$ cat src/rtl/tt_sweep_pkg.sv
`default_nettype none
// ============================================================================
//  Module      : tt_sweep_pkg
//  Description : Shared types and helpers for the truth-table sweeper:
//                FSM state encoding, vector-count helper and a saturating
//                increment used by the mismatch counter.
//  Revision    : 1.0  initial release
// ============================================================================
package tt_sweep_pkg;

  typedef enum logic [1:0] {
    IDLE  = 2'd0,
    APPLY = 2'd1,
    DONE  = 2'd2
  } tt_state_e;

  // Number of distinct input vectors for an n-input combinational block.
  function automatic int unsigned vec_count(input int unsigned n);
    return 32'd1 << n;
  endfunction

  // Increment that sticks once max_v is reached.
  function automatic logic [31:0] sat_inc(input logic [31:0] v,
                                          input logic [31:0] max_v);
    return (v >= max_v) ? v : v + 32'd1;
  endfunction

endpackage
`default_nettype wire

$ cat src/rtl/tt_dwell_timer.sv
`default_nettype none
// ============================================================================
//  Module      : tt_dwell_timer
//  Description : Dwell counter. Counts while enabled, wraps to zero on the
//                cycle it reaches DWELL-1 and flags that cycle on tc_o.
//  Ports       : clk, rst_n   - clock / async active-low reset
//                clr_i        - synchronous clear to zero (wins over en_i)
//                en_i         - count enable
//                tc_o         - terminal count (count == DWELL-1)
//  Revision    : 1.0  initial release
// ============================================================================
module tt_dwell_timer #(
  parameter int unsigned DWELL = 10
) (
  input  logic clk,
  input  logic rst_n,
  input  logic clr_i,
  input  logic en_i,
  output logic tc_o
);

  localparam int unsigned CW = $clog2(DWELL + 1);
  localparam logic [CW-1:0] C_LAST = CW'(DWELL - 1);

  logic [CW-1:0] cnt_q;
  logic [CW-1:0] cnt_d;

  assign tc_o = (cnt_q == C_LAST);

  always_comb begin
    cnt_d = cnt_q;
    if (clr_i) begin
      cnt_d = '0;
    end else if (en_i) begin
      // Self-wrapping, so back-to-back vectors need no explicit clear.
      cnt_d = tc_o ? '0 : cnt_q + 1'b1;
    end
  end

  always_ff @(posedge clk or negedge rst_n) begin
    if (!rst_n) cnt_q <= '0;
    else        cnt_q <= cnt_d;
  end

endmodule
`default_nettype wire

$ cat src/rtl/truth_table_sweeper.sv
`default_nettype none
// ============================================================================
//  Module      : truth_table_sweeper
//  Description : Exhaustive stimulus engine for an N-input, 1-output
//                combinational block. Drives vectors 0..2^N-1, holds each
//                for DWELL cycles, compares the DUT output against EXPECTED
//                on the last dwell cycle and records the results.
//  Ports       : clk, rst_n          - clock / async active-low reset
//                start_i, abort_i    - begin sweep / return to idle
//                loop_mode_i         - continuous sweeping (latched at start)
//                stim_o              - vector to the DUT (MSB = first input)
//                dut_f_i             - DUT output
//                busy_o, done_o      - APPLY / DONE state flags
//                pass_o              - done with zero mismatches
//                err_count_o         - saturating mismatch count
//                first_fail_vec_o    - first mismatching vector
//                first_fail_valid_o  - first_fail_vec_o is valid
//  Revision    : 1.0  initial release
// ============================================================================
module truth_table_sweeper
  import tt_sweep_pkg::*;
#(
  parameter int unsigned                      N_INPUTS = 3,
  parameter logic [vec_count(N_INPUTS)-1:0]   EXPECTED = 8'b1110_1000,
  parameter int unsigned                      DWELL    = 10
) (
  input  logic                clk,
  input  logic                rst_n,
  input  logic                start_i,
  input  logic                abort_i,
  input  logic                loop_mode_i,
  output logic [N_INPUTS-1:0] stim_o,
  input  logic                dut_f_i,
  output logic                busy_o,
  output logic                done_o,
  output logic                pass_o,
  output logic [N_INPUTS:0]   err_count_o,
  output logic [N_INPUTS-1:0] first_fail_vec_o,
  output logic                first_fail_valid_o
);

  localparam int unsigned   ERR_W   = N_INPUTS + 1;
  localparam logic [ERR_W-1:0] C_ERR_MAX = '1;

  tt_state_e           state_q, state_d;
  logic [N_INPUTS-1:0] idx_q, idx_d;
  logic [ERR_W-1:0]    err_q, err_d;
  logic [N_INPUTS-1:0] ffv_q, ffv_d;
  logic                ffvalid_q, ffvalid_d;
  logic                loop_q, loop_d;

  logic w_tc;
  logic w_timer_clr;
  logic w_last_dwell;

  tt_dwell_timer #(
    .DWELL (DWELL)
  ) u_timer (
    .clk   (clk),
    .rst_n (rst_n),
    .clr_i (w_timer_clr),
    .en_i  (busy_o),
    .tc_o  (w_tc)
  );

  assign busy_o             = (state_q == APPLY);
  assign done_o             = (state_q == DONE);
  assign pass_o             = done_o && (err_q == '0);
  assign stim_o             = idx_q;
  assign err_count_o        = err_q;
  assign first_fail_vec_o   = ffv_q;
  assign first_fail_valid_o = ffvalid_q;
  assign w_last_dwell       = busy_o && w_tc;

  always_comb begin
    state_d     = state_q;
    idx_d       = idx_q;
    err_d       = err_q;
    ffv_d       = ffv_q;
    ffvalid_d   = ffvalid_q;
    loop_d      = loop_q;
    w_timer_clr = 1'b0;

    // Compare and advance on the final dwell cycle. This is evaluated ahead
    // of abort so a compare landing on the abort edge is still recorded.
    if (w_last_dwell) begin
      if (dut_f_i != EXPECTED[idx_q]) begin
        err_d = ERR_W'(sat_inc(32'(err_q), 32'(C_ERR_MAX)));
        if (!ffvalid_q) begin
          ffv_d     = idx_q;
          ffvalid_d = 1'b1;
        end
      end
      if (idx_q == '1) begin
        if (loop_q) idx_d   = '0;
        else        state_d = DONE;   // stim holds the last vector
      end else begin
        idx_d = idx_q + 1'b1;
      end
    end

    if (abort_i) begin
      state_d     = IDLE;
      idx_d       = '0;
      w_timer_clr = 1'b1;
    end else if (start_i && (state_q != APPLY)) begin
      state_d     = APPLY;
      idx_d       = '0;
      err_d       = '0;
      ffv_d       = '0;
      ffvalid_d   = 1'b0;
      loop_d      = loop_mode_i;
      w_timer_clr = 1'b1;
    end
  end

  always_ff @(posedge clk or negedge rst_n) begin
    if (!rst_n) begin
      state_q   <= IDLE;
      idx_q     <= '0;
      err_q     <= '0;
      ffv_q     <= '0;
      ffvalid_q <= 1'b0;
      loop_q    <= 1'b0;
    end else begin
      state_q   <= state_d;
      idx_q     <= idx_d;
      err_q     <= err_d;
      ffv_q     <= ffv_d;
      ffvalid_q <= ffvalid_d;
      loop_q    <= loop_d;
    end
  end

endmodule
`default_nettype wire

$ cat config.mk
export PLATFORM = sky130hd
export DESIGN_NAME = truth_table_sweeper
export DESIGN_NICKNAME = d
export VERILOG_FILES = /design/src/rtl/tt_sweep_pkg.sv /design/src/rtl/tt_dwell_timer.sv /design/src/rtl/truth_table_sweeper.sv
export SDC_FILE = /design/constraint.sdc
export NUM_CORES = 1
export LEC_CHECK = 0
export BUFFER_PORTS_ARGS = -buffer_cell sky130_fd_sc_hd__buf_2
export CORE_MARGIN = 2
export CORE_UTILIZATION = 50
export CTS_BUF_LIST = sky130_fd_sc_hd__clkbuf_4 sky130_fd_sc_hd__clkbuf_8
export DETAILED_ROUTE_END_ITERATION = 16
export PLACE_DENSITY_LB_ADDON = 0.25
export REMOVE_ABC_BUFFERS = 1
export SLEW_MARGIN = 40
export SYNTH_ARGS = -nofsm -noshare
export SYNTH_HDL_FRONTEND = slang
export SYNTH_SLANG_ARGS = --single-unit
$ cat constraint.sdc
create_clock -name clk -period 2.4 [get_ports clk]
set_input_delay 0.6 -clock clk [delete_from_list [all_inputs] [get_ports clk]]
set_output_delay 0.6 -clock clk [all_outputs]
set_load 0.02 [all_outputs]
==> results of run 1 <==
[how the worst min path moves through the flow]
stage | depth (start not counted) | startpoint | slack, ns | to
floorplan | 0 | rst_n | 0.30 | err_count_o[0]
global placement | 1 | first_fail_valid_o | 0.50 | first_fail_valid_o
detailed placement | 2 | state_q[1] | 0.50 | state_q[1]
CTS | 1 | rst_n | 0.22 | err_count_o[3]
global route | 1 | rst_n | 0.25 | err_count_o[0]
finish | 1 | rst_n | 0.21 | state_q[0]
[kinds of logic after synthesis]
logic type,share of synthesized area
fa+ha+maj,0.0814
mux,0.0756
simple gates,0.263
flops,0.419
buf+inv,0.0500
compound gates,0.112
[cell usage after synthesis (2+ instances only)]
master and n:
nand3b_1 2, dfrtp_1 18, nor2_1 9, a41oi_1 2
or3_1 2, inv_1 9, or2b_2 2, o21ai_0 4
nand2_1 12, a21oi_1 7, mux2i_1 7, and2b_2 2
and3_1 3, nor3_1 6, ha_1 7, nor2b_1 3
[sequential cells by signal, summed over array words and instances, names as in the netlist]
name and cells:
loop_q 1, state_q 2, stim_o 3, first_fail_valid_o 1
u_timer.cnt_q 4, first_fail_vec_o 3, err_count_o 4
[power breakdown]
part           internal (mW)  total, mW  switching (mW)
registers              0.310      0.315         0.00540
clock network         0.0923      0.192          0.0998
logic                 0.0159     0.0475          0.0316
[per-layer routing]
metal / vias up / wire length [um]
li1: 433 / -
met1: 401 / 1010
met2: 14 / 963
met3: 2 / 88
met4: 0 / 10
met5: - / 0
[cell usage in the layout, fill, tap and decap left out, types with 2 or more instances in the layout]
cell and count:
buf_2 19, dfrtp_1 18, nand2_1 12, inv_1 9, nor2_1 9, mux2i_1 7, a21oi_1 7, ha_1 7
nor3_1 6, o21ai_0 4, and3_1 3, nor2b_1 3, clkbuf_4 3, and2b_2 2, or2b_2 2, nand3b_1 2
a41oi_1 2, or3_1 2
[cell type report]
class	instances	area, um^2
clock buffer	4	36.3
inverter	9	33.8
tap	27	33.8
multi-input combinational	84	572
timing repair buffer	19	95.1
fill	186	781
sequential	18	450
==> flow_summary.yaml, run 1 <==
floorplanning:
  io_pins: 20
  die_y_um: 50.4
  die_area_um2: 2540
  die_x_um: 50.4
  start_util: 0.538
  num_rows: 16
  core-area_um2: 2000
cts:
  cts.reportedPaths.clkPinSlew_ns: 0.12
  cts_tree: "yes"
  insertion_delay_ns: 0.30
  cts_hold_buf: 0
  clock-sinks: 18
  cts-buffers-inserted: 3
  clockBufferDepth: 2
  root_buffer: "clkbuf_4"
  ctsHtreeMaxLevel: 1
  cts_setup_buffers: 0
  cts.repair.resized: 0
worst_setup_path:
  cp.depth: 3
  path_buf_inv: 2
  path_delay_family: "flip-flops"
  r2r_start: "stim_o[0]"
  worst_ep_arrival_time_ns: 1.39
  r2r_end: "stim_o[1]"
  crit_start: "state_q[1]"
  worstSetupPathType: "flop to output pin"
  critPathRequiredTime_ns: 1.80
  cp-end-kind: "output pin"
  cpMaxStageDelayCell: "dfrtp_1"
  critPathCapture: "busy_o"
  rr_worst_depth: 6
  critPathMaxStageDelay_ns: 0.40
  critPathMaxFanout: 12
  critPathLaunchType: "flop"
  timing.reg2reg.setup_slack_ns: 0.59
  path_cells: "nand2b_1 -> inv_1 -> buf_2"
synthesis:
  netlist.top_cell.by_area: "dfrtp_1"
  ys_seq_area_frac: 0.419
  ys_warn_count: 0
  ys_types: 35
  synth.avg_cell_area_um2: 9.44
  synth-edff-count: 0
  synth_area_leaders: "dfrtp_1 42%, ha_1 8.1%, mux2i_1 6.5%, nand2_1 4.2%, a21oi_1 3.3%"
  synth_seq_cells: 18
  synth_top_area_share: 0.419
  async_flop_share: 1.00
  netlist_area_um2: 1080
  synthFlopType: "dfrtp_1"
  synth_cells: 114
placement:
  dp.cells: 157
  port_buffers: 19
  place.gp.congestion: 0.802
  dp_hpwl_um: 1510
  dpl-instance-area_um2: 1180
  dp_slack_ns: 0.596
grt:
  grtUsageMet2: 0.298
  grt_pass1_wl_um: 3520
  grt_antenna_before_repair: 0
  grtUsageMet1: 0.255
  grt_pass1_vias: 755
  grt_max_degree: 19
  grtUsageTotal: 0.181
  grt.overflow.total: 0
  grt_use_met3: 0.0238
  busiest_layer: "met2"
route:
  wl_per_cell_um: 12.9
  wirelength_um: 2070
  drc: 0
  num_vias: 850
  drt_pass1_iterations: 4
  drtAntennaViolNets: 0
  routed_via_density: 5.28
  drt_iter0_markers: 11
timing:
  setup-violations-final: 0
  slew_headroom: 0.705
  hold_viol: 0
  rsz0062_at_grt: "false"
  drv_slew: 0
  fin_ws_ns: 0.407
  hold-worst-slack_ns: 0.205
  finalSetupTns_ns: 0
  max_freq_ghz: 0.502
  worstMarginPinSlew_ns: 0.442
  min_period_over_period: 0.830
  skew_ns: 0.0137
  period_needed_ns: 1.99
cells_and_area:
  stdcell_count: 161
  antenna_cells: 0
  layout-drive-gt1-share: 0.246
  nNetsFinal: 148
  area_delta_synth_final_pct: 13.5
  final_area_um2: 1220
  final_util: 0.610
outcome:
  outcome: "complete, no violations"
min_path:
  hold_class: "primary input to async pin"
flow_run:
  maxCapViolCount: 0
power:
  p_leak_nw: 0.621
  vdd.ir_drop.worst_uv: 535
  power_mw: 0.555
  powerDensity_nw_per_um2: 454
No activity file was read; power rests on OpenSTA's default activity.
==> run 2, diff against run 1 <==
--- a/config.mk
+++ b/config.mk
@@ -5,6 +5,7 @@
 export SDC_FILE = /design/constraint.sdc
 export NUM_CORES = 1
 export LEC_CHECK = 0
+export ABC_AREA = 1
 export BUFFER_PORTS_ARGS = -buffer_cell sky130_fd_sc_hd__buf_2
 export CORE_MARGIN = 2
 export CORE_UTILIZATION = 50
==> constraint.sdc (replaced) <==
create_clock -name clk -period 2 [get_ports clk]
set_input_delay 0.5 -clock clk [delete_from_list [all_inputs] [get_ports clk]]
set_output_delay 0.5 -clock clk [all_outputs]
set_load 0.02 [all_outputs]
==> flow_summary.yaml, run 2 <==
cts:
  cts_tree: "yes"
  root_buffer: "clkbuf_4"
  insertion_delay_ns: 0.29
  clock-sinks: 18
  cts_setup_buffers: 0
  ctsHtreeMaxLevel: 1
  cts.reportedPaths.clkPinSlew_ns: 0.11
  cts-buffers-inserted: 3
  cts_hold_buf: 0
  clockBufferDepth: 2
timing:
  period_needed_ns: 1.84
  worstMarginPinSlew_ns: 0.401
  hold_viol: 0
  setup-violations-final: 0
  skew_ns: 0.00492
  slew_headroom: 0.732
  hold-worst-slack_ns: 0.122
  rsz0062_at_grt: "false"
  max_freq_ghz: 0.544
  min_period_over_period: 0.919
  drv_slew: 0
  finalSetupTns_ns: 0
synthesis:
  synth_top_area_share: 0.416
  yosys.area_share.simple: 0.313
  synth.avg_cell_area_um2: 7.68
  synth-xor-area-share: 0.0162
  async_flop_share: 1.00
  synth_mux_area_frac: 0
  ys_seq_area_frac: 0.416
  ys_warn_count: 0
  yosysMostFrequentCell: "nand2_1"
  synth_area_leaders: "dfrtp_1 42%, nand2_1 10%, inv_1 9.7%, ha_1 8.1%, nand3_1 6.9%"
  synth-adder-area-share: 0.0809
  netlist.top_cell.by_area: "dfrtp_1"
  yosys-top-cells-count: "29 x nand2_1, 28 x inv_1, 18 x dfrtp_1"
  netlist_area_um2: 1080
  synth_top_family_by_area: "simple AND/OR/NAND/NOR gates"
  synth_seq_cells: 18
  synthFlopType: "dfrtp_1"
  synth_compound_area_frac: 0.0543
  synth-edff-count: 0
  ys_types: 20
  synth_cells: 141
grt:
  grt_antenna_before_repair: 0
  grtUsageTotal: 0.175
  grt_pass1_vias: 850
  grt_max_degree: 19
  grt.overflow.total: 0
  grt_pass1_wl_um: 3420
cells_and_area:
  final_util: 0.617
  antenna_cells: 0
  area_delta_synth_final_pct: 14.1
  nNetsFinal: 176
  layout-drive-gt1-share: 0.204
  final_cell_mix: "29 x nand2_1, 28 x inv_1, 19 x buf_2, 17 x dfrtp_1, 15 x nand3_1"
  stdcell_count: 189
  final_area_um2: 1230
  layout_commonest_cell: "nand2_1"
  fillers: 195
placement:
  dp.cells: 185
  port_buffers: 19
  dp_hpwl_um: 1510
  place.gp.congestion: 0.784
  dpl-instance-area_um2: 1190
worst_setup_path:
  cp-end-kind: "output pin"
  critPathLaunchType: "flop"
  r2r_start: "u_timer.cnt_q[1]"
  worst_ep_arrival_time_ns: 1.34
  timing.reg2reg.setup_slack_ns: 0.49
  worstSetupPathType: "flop to output pin"
  r2r_end: "first_fail_vec_o[2]"
  rr_worst_depth: 8
  critPathRequiredTime_ns: 1.50
  critPathMaxFanout: 5
outcome:
  outcome: "complete, no violations"
route:
  routed_via_density: 4.86
  num_vias: 918
  drt_iter0_markers: 15
  wl_per_cell_um: 10.4
  drt_pass1_iterations: 4
  drc: 0
  drtAntennaViolNets: 0
  wirelength_um: 1980
power:
  vdd.ir_drop.worst_uv: 393
  powerDensity_nw_per_um2: 573
  p_leak_nw: 0.709
floorplanning:
  start_util: 0.541
  die_area_um2: 2550
  die_x_um: 50.5
  io_pins: 20
  core-area_um2: 2000
  die_y_um: 50.5
  num_rows: 16
min_path:
  hold_class: "primary input to async pin"
flow_run:
  maxCapViolCount: 0
[run 2: layer usage]
layer,vias to the layer above,global-route usage,share of wire
met4,0,0.0631,0.0046
met1,417,0.250,0.51
met5,-,0,0
met3,2,0.0387,0.044
li1,484,-,-
met2,15,0.261,0.44
[run 2: worst max-delay path by stage]
stage | start | endpoint | slack (ns) | cells past startpoint
after floorplan | err_count_o[0] | pass_o | 0.26 | 4
after global placement | err_count_o[0] | pass_o | 0.50 | 5
after detailed placement | err_count_o[0] | pass_o | 0.46 | 5
after CTS | err_count_o[0] | pass_o | 0.12 | 5
after global routing | err_count_o[0] | pass_o | 0.02 | 5
final | err_count_o[0] | pass_o | 0.16 | 5
[run 2: critical path, stage by stage, from the launching register on]
cell and delay [ns]:
dfrtp_2 0.45, inv_1 0.08, ha_1 0.15, nand3_1 0.09, nor3_2 0.10, buf_2 0.18
[run 2: cell families (layout without fill, tap and decap cells)]
logic type | Yosys count | in the layout
AOI/OAI and AO/OA | 11 | 11
xor gates and xnor gates | 2 | 2
adders and majority gates | 7 | 7
buffers and inverters | 31 | 52
DFF | 18 | 18
and+or+nand+nor | 72 | 72
[run 2: stage by stage]
step	worst slack, ns	total power, mW
3_5_place_dp	0.460	0.491
4_1_cts	0.121	0.711
6_report	0.163	0.707
5_1_grt	0.0210	0.744
2_1_floorplan	0.264	0.459
3_3_place_gp	0.502	0.489
[run 2: what timing repair did]
| action | 4_1_cts | 5_1_grt |
|---|---|---|
| gates resized for setup | 0 | 2 |
| hold endpoints to repair | 0 | 0 |
| endpoints found under the setup margin | 0 | 1 |
[run 2: power by group]
part           switching (mW)  total, mW  internal (mW)
Sequential             0.0102      0.386          0.376
Clock                   0.113      0.224          0.111
Combinational          0.0663     0.0966         0.0304
[run 2: cell type report]
class | instances | area (um^2) | area share
Clock buffer | 4 | 36.3 | 0.0294
Timing Repair Buffer | 19 | 95.1 | 0.0770
Inverter | 29 | 110 | 0.0892
Sequential cell | 18 | 452 | 0.366
Tap cell | 27 | 33.8 | 0.0274
Multi-Input combinational cell | 92 | 508 | 0.411
